<file path="config.mk">
export PLATFORM = sky130hd
export DESIGN_NAME = b16_uart_flat
export DESIGN_NICKNAME = d
export VERILOG_FILES = /design/src/rtl/b16_uart_if.sv /design/src/rtl/b16_uart.sv /design/src/flat_wrapper.sv
export SDC_FILE = /design/constraint.sdc
export NUM_CORES = 1
export LEC_CHECK = 0
export CAP_MARGIN = 20
export CORE_ASPECT_RATIO = 1.75
export CORE_MARGIN = 2
export CORE_UTILIZATION = 50
export CTS_CLUSTER_SIZE = 20
export DETAILED_ROUTE_END_ITERATION = 8
export GPL_TIMING_DRIVEN = 0
export HOLD_SLACK_MARGIN = 0.12
export PLACE_DENSITY = 0.76
export SYNTH_ARGS = -nofsm -noshare
export SYNTH_HDL_FRONTEND = slang
export SYNTH_SLANG_ARGS = --single-unit
</file>
<file path="constraint.sdc">
create_clock -name clk -period 5 [get_ports clk]
set_clock_uncertainty 0.2 [all_clocks]
set_input_delay 0.75 -clock clk [delete_from_list [all_inputs] [get_ports clk]]
set_output_delay 0.75 -clock clk [all_outputs]
set_load 0.02 [all_outputs]
</file>
<file path="src/rtl/b16_uart_if.sv">
// b16 CPU data-bus signals seen by the UART register window.
// The CPU drives addr/rd/wr/din; the UART answers on dout.
interface b16_uart_if #(
   parameter int unsigned l = 16
);
   logic [l-1:1] addr;
   logic         rd;
   logic [1:0]   wr;
   logic [l-1:0] din;
   logic [l-1:0] dout;

   modport master (output addr, rd, wr, din, input dout);
   modport slave  (input addr, rd, wr, din, output dout);
endinterface

</file>
<file path="src/rtl/b16_uart.sv">
// Memory-mapped 8N1 UART for the b16 bus: DATA/STAT/DIV/CTRL registers, TX and RX FIFOs, level irq.
// Optional UART_LOOPBACK_EN: CTRL bit2 routes the TX serializer into the RX path and holds txd high.
module b16_uart #(
   parameter int unsigned l      = 16,
   parameter logic [11:0] ioaddr = 12'hFFD,
   parameter int unsigned fdep   = 2,
   parameter logic [15:0] divrst = 16'd433
) (
   input  logic      clk,
   input  logic      reset,
   b16_uart_if.slave bus,
   output logic      irq,
   output logic      txd,
   input  logic      rxd
);
   localparam int unsigned depth = 1 << fdep;

   typedef enum logic [1:0] {TX_IDLE, TX_START, TX_DATA, TX_STOP} tx_state_t;
   typedef enum logic [2:0] {RX_IDLE, RX_START, RX_DATA, RX_STOP, RX_WAIT} rx_state_t;

   logic        sel, wr_any, data_wr, stat_wr, div_wr, ctrl_wr, data_rd;
   logic [2:0]  idx;
   logic [7:0]  wbyte;
   logic [15:0] div;
   logic        rxie, txie, loop, ferr, ovr, ferr_set;
   logic        tx_ser, rx_in;

   logic [7:0]  tx_mem [depth];
   logic [7:0]  rx_mem [depth];
   logic [fdep:0] tx_wp, tx_rp, rx_wp, rx_rp;
   logic        tx_empty, tx_full, rx_ne, rx_full;
   logic        tx_pop, tx_push, rx_pop, rx_push, rx_wr;
   logic [7:0]  rx_head;

   tx_state_t   tx_state, tx_next;
   logic [15:0] tx_cnt, tx_div;
   logic [7:0]  tx_sh;
   logic [2:0]  tx_bit;
   logic        tx_load;

   rx_state_t   rx_state, rx_next;
   logic [15:0] rx_cnt, rx_div, rx_half;
   logic [7:0]  rx_sh;
   logic [2:0]  rx_bit;
   logic        rx_detect, rx_tick, s1, s2, s3;

   assign sel     = (bus.addr[l-1:4] == ioaddr);
   assign idx     = bus.addr[3:1];
   assign wr_any  = sel && (bus.wr != 2'b00);
   assign data_wr = wr_any && (idx == 3'd0);
   assign stat_wr = wr_any && (idx == 3'd1);
   assign div_wr  = wr_any && (idx == 3'd2);
   assign ctrl_wr = wr_any && (idx == 3'd3);
   assign data_rd = sel && bus.rd && (idx == 3'd0);
   assign wbyte   = bus.wr[0] ? bus.din[7:0] : bus.din[15:8];

   assign tx_empty = (tx_wp == tx_rp);
   assign tx_full  = (tx_wp[fdep] != tx_rp[fdep]) && (tx_wp[fdep-1:0] == tx_rp[fdep-1:0]);
   assign rx_ne    = (rx_wp != rx_rp);
   assign rx_full  = (rx_wp[fdep] != rx_rp[fdep]) && (rx_wp[fdep-1:0] == rx_rp[fdep-1:0]);
   assign rx_head  = rx_mem[rx_rp[fdep-1:0]];
   assign rx_pop   = data_rd && rx_ne;
   assign tx_pop   = tx_load;
   assign tx_push  = data_wr && (!tx_full || tx_pop);
   assign rx_wr    = rx_push && (!rx_full || rx_pop);

`ifdef UART_LOOPBACK_EN
   always_ff @(posedge clk) begin
      if (reset) loop <= 1'b0;
      else if (ctrl_wr && bus.wr[0]) loop <= bus.din[2];
   end
   assign rx_in = loop ? tx_ser : rxd;
   assign txd   = loop ? 1'b1 : tx_ser;
`else
   assign loop  = 1'b0;
   assign rx_in = rxd;
   assign txd   = tx_ser;
`endif

   always_comb begin
      bus.dout = '0;
      if (sel && bus.rd) begin
         case (idx)
            3'd0:    bus.dout = {rx_ne, 7'b0, rx_head};
            3'd1:    bus.dout = {11'b0, ferr, ovr, tx_full, tx_empty, rx_ne};
            3'd2:    bus.dout = div;
            3'd3:    bus.dout = {13'b0, loop, txie, rxie};
            default: bus.dout = '0;
         endcase
      end
   end

   always_ff @(posedge clk) begin
      if (reset) begin
         div  <= divrst;
         rxie <= 1'b0;
         txie <= 1'b0;
         ferr <= 1'b0;
         ovr  <= 1'b0;
         irq  <= 1'b0;
      end else begin
         if (div_wr && bus.wr[1]) div[15:8] <= bus.din[15:8];
         if (div_wr && bus.wr[0]) div[7:0]  <= bus.din[7:0];
         if (ctrl_wr && bus.wr[0]) begin
            rxie <= bus.din[0];
            txie <= bus.din[1];
         end
         // a new error event wins over a clear in the same cycle
         if (stat_wr && bus.din[4]) ferr <= 1'b0;
         if (stat_wr && bus.din[3]) ovr  <= 1'b0;
         if (ferr_set) ferr <= 1'b1;
         if (rx_push && !rx_wr) ovr <= 1'b1;
         irq <= (rxie && rx_ne) || (txie && tx_empty) || ferr || ovr;
      end
   end

   always_ff @(posedge clk) begin
      if (reset) begin
         tx_wp <= '0;
         tx_rp <= '0;
         rx_wp <= '0;
         rx_rp <= '0;
      end else begin
         if (tx_push) tx_wp <= tx_wp + 1'b1;
         if (tx_pop)  tx_rp <= tx_rp + 1'b1;
         if (rx_wr)   rx_wp <= rx_wp + 1'b1;
         if (rx_pop)  rx_rp <= rx_rp + 1'b1;
      end
   end

   always_ff @(posedge clk) begin
      if (tx_push) tx_mem[tx_wp[fdep-1:0]] <= wbyte;
      if (rx_wr)   rx_mem[rx_wp[fdep-1:0]] <= rx_sh;
   end

   always_comb begin
      tx_next = tx_state;
      tx_load = 1'b0;
      tx_ser  = 1'b1;
      case (tx_state)
         TX_IDLE: if (!tx_empty) begin
            tx_next = TX_START;
            tx_load = 1'b1;
         end
         TX_START: begin
            tx_ser = 1'b0;
            if (tx_cnt == '0) tx_next = TX_DATA;
         end
         TX_DATA: begin
            tx_ser = tx_sh[0];
            if (tx_cnt == '0 && tx_bit == 3'd7) tx_next = TX_STOP;
         end
         TX_STOP: if (tx_cnt == '0) begin
            if (!tx_empty) begin
               tx_next = TX_START;
               tx_load = 1'b1;
            end else begin
               tx_next = TX_IDLE;
            end
         end
         default: tx_next = TX_IDLE;
      endcase
   end

   always_ff @(posedge clk) begin
      if (reset) begin
         tx_state <= TX_IDLE;
         tx_cnt   <= '0;
         tx_div   <= '0;
         tx_sh    <= '0;
         tx_bit   <= '0;
      end else begin
         tx_state <= tx_next;
         if (tx_load) begin
            tx_div <= div;
            tx_cnt <= div;
            tx_sh  <= tx_mem[tx_rp[fdep-1:0]];
            tx_bit <= '0;
         end else if (tx_state != TX_IDLE) begin
            if (tx_cnt == '0) begin
               tx_cnt <= tx_div;
               if (tx_state == TX_DATA) begin
                  tx_sh  <= {1'b0, tx_sh[7:1]};
                  tx_bit <= tx_bit + 3'd1;
               end
            end else begin
               tx_cnt <= tx_cnt - 16'd1;
            end
         end
      end
   end

   assign rx_half = {1'b0, div[15:1]} + {15'b0, div[0]};
   assign rx_tick = (rx_cnt == '0);

   // Detection already sees the start bit one clock late, so the half-bit wait is
   // shortened by one; a zero half count treats the detect sample as the start check.
   always_comb begin
      rx_next   = rx_state;
      rx_detect = 1'b0;
      rx_push   = 1'b0;
      ferr_set  = 1'b0;
      case (rx_state)
         RX_IDLE: if (s3 && !s2) begin
            rx_detect = 1'b1;
            rx_next   = (rx_half == '0) ? RX_DATA : RX_START;
         end
         RX_START: if (rx_tick) rx_next = s2 ? RX_IDLE : RX_DATA;
         RX_DATA:  if (rx_tick && rx_bit == 3'd7) rx_next = RX_STOP;
         RX_STOP: if (rx_tick) begin
            if (s2) begin
               rx_push = 1'b1;
               rx_next = RX_IDLE;
            end else begin
               ferr_set = 1'b1;
               rx_next  = RX_WAIT;
            end
         end
         RX_WAIT: if (s2) rx_next = RX_IDLE;
         default: rx_next = RX_IDLE;
      endcase
   end

   always_ff @(posedge clk) begin
      if (reset) begin
         s1       <= 1'b1;
         s2       <= 1'b1;
         s3       <= 1'b1;
         rx_state <= RX_IDLE;
         rx_cnt   <= '0;
         rx_div   <= '0;
         rx_sh    <= '0;
         rx_bit   <= '0;
      end else begin
         s1       <= rx_in;
         s2       <= s1;
         s3       <= s2;
         rx_state <= rx_next;
         if (rx_detect) begin
            rx_div <= div;
            rx_bit <= '0;
            rx_cnt <= (rx_half == '0) ? div : rx_half - 16'd1;
         end else if (rx_state inside {RX_START, RX_DATA, RX_STOP}) begin
            if (rx_tick) begin
               rx_cnt <= rx_div;
               if (rx_state == RX_DATA) begin
                  rx_sh  <= {s2, rx_sh[7:1]};
                  rx_bit <= rx_bit + 3'd1;
               end
            end else begin
               rx_cnt <= rx_cnt - 16'd1;
            end
         end
      end
   end
endmodule

</file>
<file path="src/flat_wrapper.sv">
// flat-port wrapper written by rule: the top's interface ports become plain ports
module b16_uart_flat 
#(
   parameter int unsigned l      = 16,
   parameter logic [11:0] ioaddr = 12'hFFD,
   parameter int unsigned fdep   = 2,
   parameter logic [15:0] divrst = 16'd433
)
  (clk, reset, irq, txd, rxd, bus_addr, bus_rd, bus_wr, bus_din, bus_dout);
  b16_uart_if #(.l(l)) bus_i ();
  input  logic clk;
  input  logic reset;
  output logic irq;
  output logic txd;
  input  logic rxd;
  input wire logic [$bits(bus_i.addr)-1:0] bus_addr;
  input wire logic [$bits(bus_i.rd)-1:0] bus_rd;
  input wire logic [$bits(bus_i.wr)-1:0] bus_wr;
  input wire logic [$bits(bus_i.din)-1:0] bus_din;
  output wire logic [$bits(bus_i.dout)-1:0] bus_dout;
  assign bus_i.addr = bus_addr;
  assign bus_i.rd = bus_rd;
  assign bus_i.wr = bus_wr;
  assign bus_i.din = bus_din;
  assign bus_dout = bus_i.dout;
  b16_uart #(.l(l), .ioaddr(ioaddr), .fdep(fdep), .divrst(divrst)) u_core (.clk(clk), .reset(reset), .bus(bus_i), .irq(irq), .txd(txd), .rxd(rxd));
endmodule
</file>
==> results by group <==
Synthesis
  • Synth top area cells: dfxtp_1 (26%), edfxtp_1 (19%), nand2_1 (5.9%)
  • Post-synthesis sequential area ratio: 45.4%
  • Share of the synthesized area in the top cell type: 26.2%
  • Yosys cell types: 73
  • Syn nets: 1,126
  • Mean area per synthesized cell: ~9.4 um2
  • EDFF count, synth: 64
  • Synth warn: 0
  • Yosys top cell by area: dfxtp_1
  • Synth Register Bits: 195
  • Top FF cell, synth: dfxtp_1
  • Mapped Area: between 10,000 and 15,000 um2
  • Cells after Synth: 1,063
  • FFs w/ async S/R, synth: 0%

Clock tree
  • Clock slew at reported path FFs: 0.07 ns
  • Clk_lat worst skew: around 0.44 ns
  • Num CTS Buffers: 17
  • CTS tree: done
  • Clock root buffer: clkbuf_16
  • # H-tree levels: 4
  • Total clock sinks: 195
  • Clk buf depth: 2

Worst setup path
  • CP arrival: between 3 and 4 ns
  • CP required: 4.05 ns
  • Crit end category: output port
  • Setup crit start kind: input port
  • CP Max Fanout: 7
  • Crit path kind: input port to output port

Floorplan
  • Core Rows: 68
  • Die ar.: 21,200 um2
  • I/O pin cnt: 55
  • Core Box Area: roughly 20,000 um2
  • Die H: between 150 and 200 um
  • Width of the die: 111 um
  • Starting Density: between 50% and 60%

Power and ir drop
  • Clk pwr share: between 20% and 30%
  • Combinational Power Share: 40.0%
  • Power density over cell area: 470 nW/um2
  • Switching Fraction: 39.8%
  • Sw power: around 0.0021 W
  • Power Total: 0.00538 W
  • Power Internal: around 0.0032 W
  • Leakage Power: 4.13 nW
  • Sequential share of power: approximately 34%
  • VDD IR-drop max: 332 uV

Drt
  • Antenna viol nets, final: 0
  • Post-route DRC: 0
  • WL/cell: 19.4 um
  • WL final: 27,000 um
  • Via count: roughly 8.3k
  • Starting DRT DRC Count: 634
  • Vias/cell: approximately 6
  • Drt pass-1 iters: 5

Final layout
  • Cell Count, Final, Fillers Out: 1,393
  • Layout Nets: 1,198
  • Diodes inserted: 0
  • Commonest non-fill, non-tap cell in the layout: nand2_1
  • Commonest cells after routing, fill and taps aside: nand2_1 (158), dfxtp_1 (131), nor2_1 (115), a21oi_1 (74), edfxtp_1 (64)
  • Share of layout cells above drive strength 1: 8.28%
  • P&R area growth vs syn: 14.4%

Timing
  • Minimum clock period: 4.50 ns
  • Worst-Margin Slew: about 0.89 ns
  • Final Setup Violations: 0
  • Hold Vio Cnt, Final: 0
  • Post-Route Setup TNS: 0 ns
  • Highest clock rate: 0.222 GHz
  • Slew Viols, Final: 0
  • RSZ-0062 raised after global routing: no
  • Tcrit/Tclk final: 90.0%
  • Worst slew margin: 40.3%

GRT
  • Largest net degree at the start of global routing: 21
  • Grt peak-use layer: met2
  • Total track usage: 25.7%
  • Global-route met2 utilization: roughly 46%
  • GR Util met3: 3.68%
  • M1 GR Usage: around 28%
  • Grt total ovfl: 0
  • Initial antenna violation count: 0
  • First-pass GRT wire length: 43,000 um
  • Vias in the first global route: just over 8k

Run
  • Total of max-cap violations: 0

Hold path
  • Hold Crit Class: flop to flop

Place
  • Hpwl dp: 20,000 um
  • Routability cong.: 0.887
  • PortBufs: 53
  • Inst Count DP: 1,361

Run status
  • Status: finished clean
==> layout make-up <==
class	count	area [um2]
multi-input cells	777	5090
clock inverters	15	168
plain buffers	71	304
clock buffers	17	425
fillers	1665	8210
well taps	245	307
flip-flops and latches	195	4540
inverters	20	75.1
repair buffers	53	531
==> repair_timing <==
| item | 4_1_cts | 5_1_grt |
|---|---|---|
| setup endpoints to repair | 0 | 1 |
| hold buffers | 0 | 0 |
| gates resized for setup | 0 | 1 |
| setup buffers | 0 | 0 |
==> sequential cells by signal (all words and copies together), names as in the netlist, 2 cells and up, named ones only <==
| register | flops |
|---|---|
| u_core.rx_sh | 8 |
| u_core.tx_div | 16 |
| u_core.rx_bit | 3 |
| u_core.tx_wp | 3 |
| u_core.rx_wp | 3 |
| u_core.rx_cnt | 16 |
| u_core.tx_bit | 3 |
| u_core.tx_mem | 32 |
| u_core.rx_mem | 32 |
| u_core.tx_rp | 3 |
| u_core.tx_sh | 8 |
| u_core.rx_div | 16 |
| u_core.tx_state | 2 |
| u_core.tx_cnt | 16 |
| u_core.div | 16 |
| u_core.rx_state | 3 |
| u_core.rx_rp | 3 |
==> cell families after synthesis <==
kind of cell / synth area share (%)
flops: 45.4
simple gates: 20.6
mux: 8.97
compound gates: 13.5
xor+xnor: 4.55
fa+ha+maj: 3.25
buf+inv: 3.79
==> critical path: stages <==
cell and delay [ns]:
clkdlybuf4s50_1 0.39, or2_2 0.30, nor4_2 0.59, nand2_1 0.36, or2_2 0.40, nor2_1 0.14
clkdlybuf4s50_1 0.62
==> synth_stat cells (11+ instances only) <==
| cell type | instances |
|---|---|
| nor2_1 | 115 |
| mux2i_1 | 38 |
| nor3_1 | 25 |
| ha_1 | 26 |
| inv_1 | 19 |
| a21oi_1 | 74 |
| nand2_1 | 158 |
| nor4_1 | 12 |
| o211ai_1 | 12 |
| xnor2_1 | 37 |
| a211oi_1 | 20 |
| dfxtp_1 | 131 |
| nand3b_1 | 11 |
| nand4_1 | 11 |
| and2_1 | 24 |
| mux4_2 | 18 |
| buf_2 | 11 |
| clkbuf_1 | 47 |
| xor2_1 | 15 |
| o21ai_0 | 28 |
| nand3_1 | 19 |
| edfxtp_1 | 64 |
==> final timing paths <==
check | startpoint | endpoint | slack (ns) | cells after the start
hold reg to reg | u_core.s1 | u_core.s2 | 0.21 | 1
setup / recovery | bus_addr[2] | bus_dout[7] | 0.50 | 7
hold / removal | u_core.s1 | u_core.s2 | 0.21 | 1
setup reg to reg | u_core.div[1] | u_core.rx_cnt[7] | 1.21 | 11
==> stage by stage <==
step | instance area, um2 | setup WS [ns] | hold slack [ns] | utilization (%)
floorplan | 10000 | 1.50 | 0.189 | -
global placement | 10800 | 0.242 | 0.192 | 55.2
detailed placement | 10800 | 0.204 | 0.197 | 55.2
CTS | 11400 | 0.194 | 0.217 | 58.2
global route | 11400 | 0.320 | 0.233 | 58.2
finish | 11400 | 0.499 | 0.215 | 58.2
==> layer usage <==
layer	part of all wire (%)	up-vias
li1	-	3961
met2	51	350
met5	0	-
met3	5.6	109
met1	37	3862
met4	6.4	0
==> power groups by stage <==
stage          sequential [W]  clock, W  combinational, W
2_1_floorplan         0.00184         0           0.00159
3_3_place_gp          0.00186         0           0.00205
3_5_place_dp          0.00187         0           0.00207
4_1_cts               0.00183   0.00140           0.00211
5_1_grt               0.00185   0.00146           0.00237
6_report              0.00183   0.00139           0.00216
Note: power is estimated with default switching activity, not from simulation.
